$ cat src/rtl/mem_access_stage.sv
// mem_access_stage: memory-stage data-access unit of the 5-stage MIPS pipeline.
// Issues loads and stores on an SRAM-like bus, checks alignment, extends load
// data and stalls the pipeline until the access completes. Flushes that arrive
// while a transaction is outstanding are absorbed by draining the response.
//
// Ports:
//   clk, reset              clock, synchronous active-high reset
//   valid_m, mem_read,      memory-stage instruction qualifiers
//   mem_write, mem_op
//   alu_out, store_data     effective address / non-memory result, store value
//   flush, hold             memory-stage flush, downstream stall
//   data_*                  SRAM-like data bus (request + response)
//   result_m                value forwarded to ResultMOut
//   stall_m                 freeze upstream pipeline registers
//   adel, ades, badvaddr    address-error exceptions and faulting address
//
// state | meaning
// IDLE  | no transaction; request driven combinationally when an access is valid
// ADDR  | request held, waiting for addr_ok
// DATA  | address accepted, waiting for data_ok
// DONE  | response captured; result presented until the pipeline advances
// DRAIN | flushed while outstanding; waiting to swallow the response

module mem_access_stage #(
  parameter int ADDR_W = 32,
  parameter int DATA_W = 32
) (
  input  logic              clk,
  input  logic              reset,
  input  logic              valid_m,
  input  logic              mem_read,
  input  logic              mem_write,
  input  logic [2:0]        mem_op,
  input  logic [ADDR_W-1:0] alu_out,
  input  logic [DATA_W-1:0] store_data,
  input  logic              flush,
  input  logic              hold,
  output logic              data_req,
  output logic              data_wr,
  output logic [1:0]        data_size,
  output logic [ADDR_W-1:0] data_addr,
  output logic [DATA_W-1:0] data_wdata,
  input  logic              data_addr_ok,
  input  logic              data_data_ok,
  input  logic [DATA_W-1:0] data_rdata,
  output logic [DATA_W-1:0] result_m,
  output logic              stall_m,
  output logic              adel,
  output logic              ades,
  output logic [ADDR_W-1:0] badvaddr
);

  typedef enum logic [2:0] {IDLE, ADDR, DATA, DONE, DRAIN} state_t;

  state_t            state_q, state_d;
  logic [DATA_W-1:0] buf_q, buf_d;
  logic [2:0]        op_q, op_d;
  logic [1:0]        lane_q, lane_d;
  logic              load_q, load_d;

  logic [1:0]        size;
  logic              misaligned;
  logic              acc;
  logic              req;
  logic              stall;
  logic [7:0]        byte_v;
  logic [15:0]       half_v;
  logic [DATA_W-1:0] ext_v;

  always_comb begin
    case (mem_op)
      3'b000, 3'b001: size = 2'd0;
      3'b010, 3'b011: size = 2'd1;
      default:        size = 2'd2;
    endcase
  end

  assign misaligned = ((size == 2'd1) && alu_out[0]) ||
                      ((size == 2'd2) && (alu_out[1:0] != 2'b00));
  assign acc = valid_m & (mem_read | mem_write) & ~misaligned & ~flush;

  always_comb begin
    state_d = state_q;
    buf_d   = buf_q;
    op_d    = op_q;
    lane_d  = lane_q;
    load_d  = load_q;
    req     = 1'b0;
    stall   = 1'b0;
    case (state_q)
      IDLE: begin
        req   = acc;
        stall = acc;
        if (acc) begin
          // op and byte lane are captured at issue so extension in DONE does
          // not depend on the upstream register staying put.
          op_d    = mem_op;
          lane_d  = alu_out[1:0];
          load_d  = mem_read;
          state_d = data_addr_ok ? DATA : ADDR;
        end
      end
      ADDR: begin
        stall = 1'b1;
        if (flush) begin
          // request withdrawn before it was ever accepted
          state_d = IDLE;
        end else begin
          req = 1'b1;
          if (data_addr_ok) state_d = DATA;
        end
      end
      DATA: begin
        stall = 1'b1;
        if (data_data_ok) begin
          if (flush) begin
            state_d = IDLE;
          end else begin
            buf_d   = data_rdata;
            state_d = DONE;
          end
        end else if (flush) begin
          state_d = DRAIN;
        end
      end
      DRAIN: begin
        stall = 1'b1;
        if (data_data_ok) state_d = IDLE;
      end
      DONE: begin
        if (!hold || flush) state_d = IDLE;
      end
      default: state_d = IDLE;
    endcase
  end

  always_ff @(posedge clk) begin
    if (reset) begin
      state_q <= IDLE;
      buf_q   <= '0;
      op_q    <= '0;
      lane_q  <= '0;
      load_q  <= 1'b0;
    end else begin
      state_q <= state_d;
      buf_q   <= buf_d;
      op_q    <= op_d;
      lane_q  <= lane_d;
      load_q  <= load_d;
    end
  end

  always_comb begin
    case (lane_q)
      2'd0:    byte_v = buf_q[7:0];
      2'd1:    byte_v = buf_q[15:8];
      2'd2:    byte_v = buf_q[23:16];
      default: byte_v = buf_q[31:24];
    endcase
    half_v = lane_q[1] ? buf_q[31:16] : buf_q[15:0];
    case (op_q)
      3'b000:  ext_v = {{(DATA_W-8){byte_v[7]}}, byte_v};
      3'b001:  ext_v = {{(DATA_W-8){1'b0}}, byte_v};
      3'b010:  ext_v = {{(DATA_W-16){half_v[15]}}, half_v};
      3'b011:  ext_v = {{(DATA_W-16){1'b0}}, half_v};
      default: ext_v = buf_q;
    endcase
  end

  always_comb begin
    case (size)
      2'd0:    data_wdata = {4{store_data[7:0]}};
      2'd1:    data_wdata = {2{store_data[15:0]}};
      default: data_wdata = store_data;
    endcase
  end

  assign data_addr = alu_out;
  assign data_wr   = mem_write;
  assign data_size = size;
  assign badvaddr  = alu_out;

  assign data_req = req & ~reset;
  assign stall_m  = stall & ~reset;
  assign adel     = valid_m & mem_read & misaligned & ~reset;
  assign ades     = valid_m & mem_write & misaligned & ~reset;

  assign result_m = ((state_q == DONE) && load_q) ? ext_v : DATA_W'(alu_out);

endmodule

$ cat config.mk
export PLATFORM = sky130hd
export DESIGN_NAME = mem_access_stage
export DESIGN_NICKNAME = d
export VERILOG_FILES = /design/src/rtl/mem_access_stage.sv
export SDC_FILE = /design/constraint.sdc
export NUM_CORES = 1
export LEC_CHECK = 0
export CORE_UTILIZATION = 36
export CTS_CLUSTER_DIAMETER = 50
export DETAILED_ROUTE_END_ITERATION = 10
export GPL_TIMING_DRIVEN = 0
export HOLD_SLACK_MARGIN = 0.1
export PLACE_DENSITY = 0.86
export SYNTH_ARGS = -nofsm -noshare
export SYNTH_HDL_FRONTEND = slang
export SYNTH_SLANG_ARGS = --single-unit
export TNS_END_PERCENT = 5
$ cat constraint.sdc
create_clock -name clk -period 2.1 [get_ports clk]
set_input_delay 0.21 -clock clk [delete_from_list [all_inputs] [get_ports clk]]
set_output_delay 0.21 -clock clk [all_outputs]
set_load 0.03 [all_outputs]
# ---- Yosys cells after proc, flatten, opt, wreduce, memory -nomap -nowiden
# Index checks and enable logic that the tools add are counted.
dict set report totals {
  input_bits 108
  regBits 41
  output_inout_bits 135
  word_cells 76
}
dict set report classes {
  mux 19
  n_bitwise 15
  n_eq_ne 19
  n_reduce_logical 18
}
# operator n
set op_table {}
lappend op_table {{32-bit one-hot mux with 4 select lines} 1}
lappend op_table {{32-bit one-hot mux with 2 select lines} 1}
lappend op_table {{32-bit 2-to-1 mux} 1}
lappend op_table {{8-bit one-hot mux with 3 select lines} 1}
lappend op_table {{3-bit 2-to-1 mux} 7}
lappend op_table {{3-bit by 2-bit == test with 1-bit output (second input constant)} 6}
lappend op_table {{16-bit 2-to-1 mux} 1}
lappend op_table {{3-bit one-hot mux with 5 select lines} 1}
lappend op_table {{1-bit bitwise AND} 11}
lappend op_table {{3-bit by 1-bit == test with 1-bit output (second input constant)} 3}
lappend op_table {{3-bit zero test} 3}
lappend op_table {{2-bit inequality test (second input constant)} 3}
lappend op_table {{3-bit inequality test (second input constant)} 2}
lappend op_table {{5-bit AND reduction} 1}
lappend op_table {{2-bit by 1-bit == test with 1-bit output (second input constant)} 2}
lappend op_table {{2-bit == test (second input constant)} 2}
lappend op_table {{2-bit zero test} 2}
lappend op_table {{2-bit 2-to-1 mux} 2}
lappend op_table {{1-bit one-hot mux with 2 select lines} 2}
lappend op_table {{2-bit one-hot mux with 2 select lines} 1}
lappend op_table {{2-bit OR reduction} 2}
lappend op_table {{3-bit == test (second input constant)} 1}
lappend op_table {{1-bit logical AND} 3}
lappend op_table {{1-bit NOT} 3}
lappend op_table {{8 further kinds} 9}

# ---- Depth between registers and ports, before layout
dict set report depth {
  depth_word 11
  depth_mapped 7
  ltp_nobuf 4
}

# ---- Least setup slack after synthesis
# No wires, ideal clock.
dict set report synth_timing {
  path_type {register to output}
  from {register state_q[1]}
  to {output port result_m[1]}
  path_buffers 3
  t_required_ns 1.890
  t_arrival_ns 1.809
  stages_incl_launch_ff 8
  path_slack_ns 0.081
  cell_sequence {dfxtp_1 > buf_4 > and2b_1 > and3_1 > clkbuf_1 > buf_2 > o21ai_0 > o21ai_0}
}
dict set report synth_between {
  elab_chain_cells 3
}
# item line_no
set synth_lines {}
lappend synth_lines {{start: declaration} 55} ;# state_t state_q, state_d;
lappend synth_lines {{start signal: assignment} 145} ;# state_q <= state_d;
lappend synth_lines {{3-bit by 2-bit == test with 1-bit output} 188} ;# assign result_m = ((state_q == DONE) && load_q) ? ext_v : DATA_W'(alu_out);
lappend synth_lines {{1-bit logical AND} 188}
lappend synth_lines {{32-bit 2-to-1 mux} 188}
lappend synth_lines {{end: declaration} 46} ;# output logic [DATA_W-1:0] result_m,
# No other way between the ends.

# ---- Final worst setup path
dict set report layout_timing {
  from {input port alu_out[0]}
  to {output port data_req}
}
dict set report layout_between {
  elab_chain_cells 8
  elab_cells_between_ends 9
  classes_between {1 x mux; 4 x bitwise; 4 x reduce/logical}
}
# item line_no
set layout_lines {}
lappend layout_lines {{start: declaration} 34} ;# input logic [ADDR_W-1:0] alu_out,
lappend layout_lines {{2-bit nonzero test} 79} ;# ((size == 2'd2) && (alu_out[1:0] != 2'b00));
lappend layout_lines {{1-bit logical AND} 79}
lappend layout_lines {{1-bit logical OR (*)} 78} ;# assign misaligned = ((size == 2'd1) && alu_out[0]) ||
lappend layout_lines {{1-bit NOT (*)} 80} ;# assign acc = valid_m & (mem_read | mem_write) & ~misaligned & ~flush;
lappend layout_lines {{1-bit bitwise AND (*) (2 in a row)} 80}
lappend layout_lines {{1-bit one-hot mux with 2 select lines (*)} 90} ;# case (state_q)
lappend layout_lines {{1-bit bitwise AND (*)} 183} ;# assign data_req = req & ~reset;
lappend layout_lines {{end: declaration} 38} ;# output logic data_req,
# Mark *: on every way between the ends. The rest lies on a longest branch, timed or not.

==> impl_metrics.json <==
{
  "outcome": "finished with violations",
  "violations": "negative setup slack",
  "wirelength_um": 13200,
  "worstReg2RegStart": "state_q[2]",
  "cts_buffer_depth": 2,
  "cp.arrival_ns": 1.93,
  "avgSynthCellArea_um2": 7.07,
  "nets": 841,
  "syn_nets": 594,
  "ios": 243,
  "clock_latency_ns": 0.28,
  "postLayoutCellArea_um2": 6160,
  "layout-drive-gt1-share": 0.245,
  "grt_max_degree": 12,
  "synth_seq_cells": 41,
  "synth_top_area_share": 0.239,
  "grt_setup_unrepaired": "true",
  "async_flop_share": 0,
  "hpwl_um": 10800,
  "worst-setup-path-type": "in -> out",
  "yosys_warnings": 0,
  "startpoint": "alu_out[0]",
  "grt_pass1_vias": 4084,
  "layout_setup_ws_ns": -0.0358,
  "htreeDepth": 2,
  "track_usage": 0.255,
  "period_needed_ns": 2.14,
  "hold_class": "in -> reg",
  "relSlewSlack": 0.602,
  "yosysMostFrequentCell": "nand2_1",
  "fin_skew_ns": 0.00611,
  "multi_input_area_um2": 2020,
  "wl_per_cell_um": 15.3,
  "start_util": 0.372,
  "nFillCells": 797,
  "first_pass_iters": 5,
  "cap_violations": 0,
  "synth-main-ff-cell": "dfxtp_1",
  "place_ws_ns": -0.648,
  "crit_path_cell_trace": "clkdlybuf4s50_1, nor2_2, o2111ai_4, a21oi_1, clkdlybuf4s15_2",
  "p_leak_uw": 0.00262,
  "drv_slew": 0,
  "synthCells": 486,
  "via_per_inst": 5.01,
  "globalplace.congestion": 0.851,
  "synth_cell_type_count": 41,
  "die_w_um": 99.7,
  "cts_tree": "built",
  "postPlaceCellArea_um2": 6010,
  "worstMarginPinSlew_ns": 0.592,
  "synth_edf_count": 0,
  "drt_iter0_markers": 190,
  "dieHeight_um": 99.7,
  "grt_antenna_before_repair": 0,
  "yosysSeqAreaShare": 0.239,
  "required_ns": 1.89,
  "cts_root_buffer": "clkbuf_8",
  "postCtsSetupRepairBufs": 0,
  "clk_pin_slew_ns": 0.07,
  "ir_worst_vdd_uv": 233,
  "cts_buffers": 5,
  "final_hold_viol_count": 0,
  "core-area_um2": 9240,
  "power_density_nw_per_um2": 404,
  "min_period_over_period": 1.02,
  "fmax_ghz": 0.468,
  "synth_common_cells": "nand2_1, buf_4, a21oi_1",
  "row_count": 35,
  "grt_overflow_total": 0,
  "num_vias": 4317,
  "dieArea_um2": 9940,
  "drc": 0,
  "diodes": 0,
  "syn_area_um2": 3440,
  "cts.sinks": 41,
  "cp_slowest_cell": "clkdlybuf4s50_1",
  "final_antenna_net_count": 0,
  "synthTopCellsByArea": "dfxtp_1, buf_4, nand2_1",
  "critPathLaunchType": "primary input",
  "synth_largest_area_cell": "dfxtp_1",
  "cp-end-kind": "primary output",
  "regArea_um2": 830,
  "crit_fanout": 8,
  "area_delta_synth_final_pct": 79.2,
  "portBuffers": 241,
  "finalSetupViolations": 1,
  "grt_pass1_wl_um": 20200,
  "min_from": "reset",
  "worst_path_largest_cell_delay_ns": 0.58
}
-- stage by stage --
| step | util | hold WS, ns | setup TNS [ns] | std cells | total power [uW] |
|---|---|---|---|---|---|
| 2_1_floorplan | - | 0.346 | 0 | 486 | 1470 |
| 3_3_place_gp | 0.651 | 0.440 | -24.85 | 856 | 2040 |
| 3_5_place_dp | 0.651 | 0.443 | -26.07 | 856 | 2050 |
| 4_1_cts | 0.657 | 0.386 | -0.527 | 861 | 2480 |
| 5_1_grt | 0.667 | 0.444 | -0.599 | 861 | 2600 |
| 6_report | 0.667 | 0.379 | -0.0358 | 861 | 2490 |
-- path summary, 6_finish.rpt --
| kind | endpoint | slack, ns | depth (start not counted) |
|---|---|---|---|
| setup / recovery | data_req | -0.04 | 5 |
| hold / removal | state_q[2] | 0.38 | 2 |
| setup reg to reg | buf_q[8] | 0.36 | 5 |
| hold reg to reg | buf_q[2] | 0.45 | 2 |
-- logic make-up (layout without fill, tap and decap cells) --
group / after synthesis / count (layout) / synth area share
buf+inv: 111 / 357 / 0.207
simple gates: 191 / 191 / 0.257
mux: 33 / 33 / 0.106
flops: 41 / 41 / 0.239
xor+xnor: 1 / 1 / 0.00255
compound gates: 109 / 109 / 0.188
-- repair_timing --
| action | 4_1_cts | 5_1_grt |
|---|---|---|
| setup endpoints to repair | 62 | 38 |
| pin swaps | 2 | 3 |
| hold buffers | 0 | 0 |
| resized for setup | 230 | 67 |
| cloned | 0 | 0 |
-- routing by layer --
layer	share of wire	wire [um]	track usage	up-vias
met5	0	0	0	-
met1	0.38	5020	0.294	1999
li1	-	-	-	2097
met2	0.53	6960	0.485	204
met4	0.011	141	0.0441	0
met3	0.080	1050	0.0520	17
-- sequential cells by signal, indices dropped and copies added (netlist names) --
signal   cells
op_q         3
state_q      3
buf_q       32
load_q       1
lane_q       2
-- worst max-delay path: cells and delay by family --
family                 cells  cell delay, ns
AOI/OAI and AO/OA          2            0.54
buffers and inverters      2            0.91
and+or+nand+nor            1            0.27
-- where the power goes --
part	internal, uW	leakage (uW)	switching (uW)
combinational	589	0.00225	620
clock	219	0.0000399	242
sequential	795	0.000334	22.5
-- final cells by class --
type / count / area share
well taps: 129 / 0.0262
plain buffers: 106 / 0.120
clock buffers: 5 / 0.0112
multi-input cells: 334 / 0.328
clock inverters: 1 / 0.000813
repair buffers: 241 / 0.377
flip-flops and latches: 41 / 0.135
inverters: 4 / 0.00244
-- placed cells by master, fill, tap and decap left out, drive strengths merged, types with 3 or more instances in the layout --
cell | synthesis | routed
a22oi | 7 | 7
mux2 | 18 | 18
or3 | 9 | 9
o21ai | 25 | 25
nor2 | 20 | 20
buf | 85 | 120
mux2i | 14 | 14
dlygate4sd2 | 0 | 22
nor2b | 5 | 5
a211o | 9 | 9
and3b | 7 | 7
clkdlybuf4s50 | 0 | 180
nand3 | 34 | 34
inv | 4 | 4
nand2b | 5 | 5
dlymetal6s2s | 0 | 4
clkdlybuf4s15 | 0 | 4
nor3 | 3 | 3
a21oi | 53 | 53
nand2 | 98 | 98
a21o | 3 | 3
dfxtp | 41 | 41
a221oi | 3 | 3
clkbuf | 22 | 21
No activity file was read; power rests on OpenSTA's default activity.
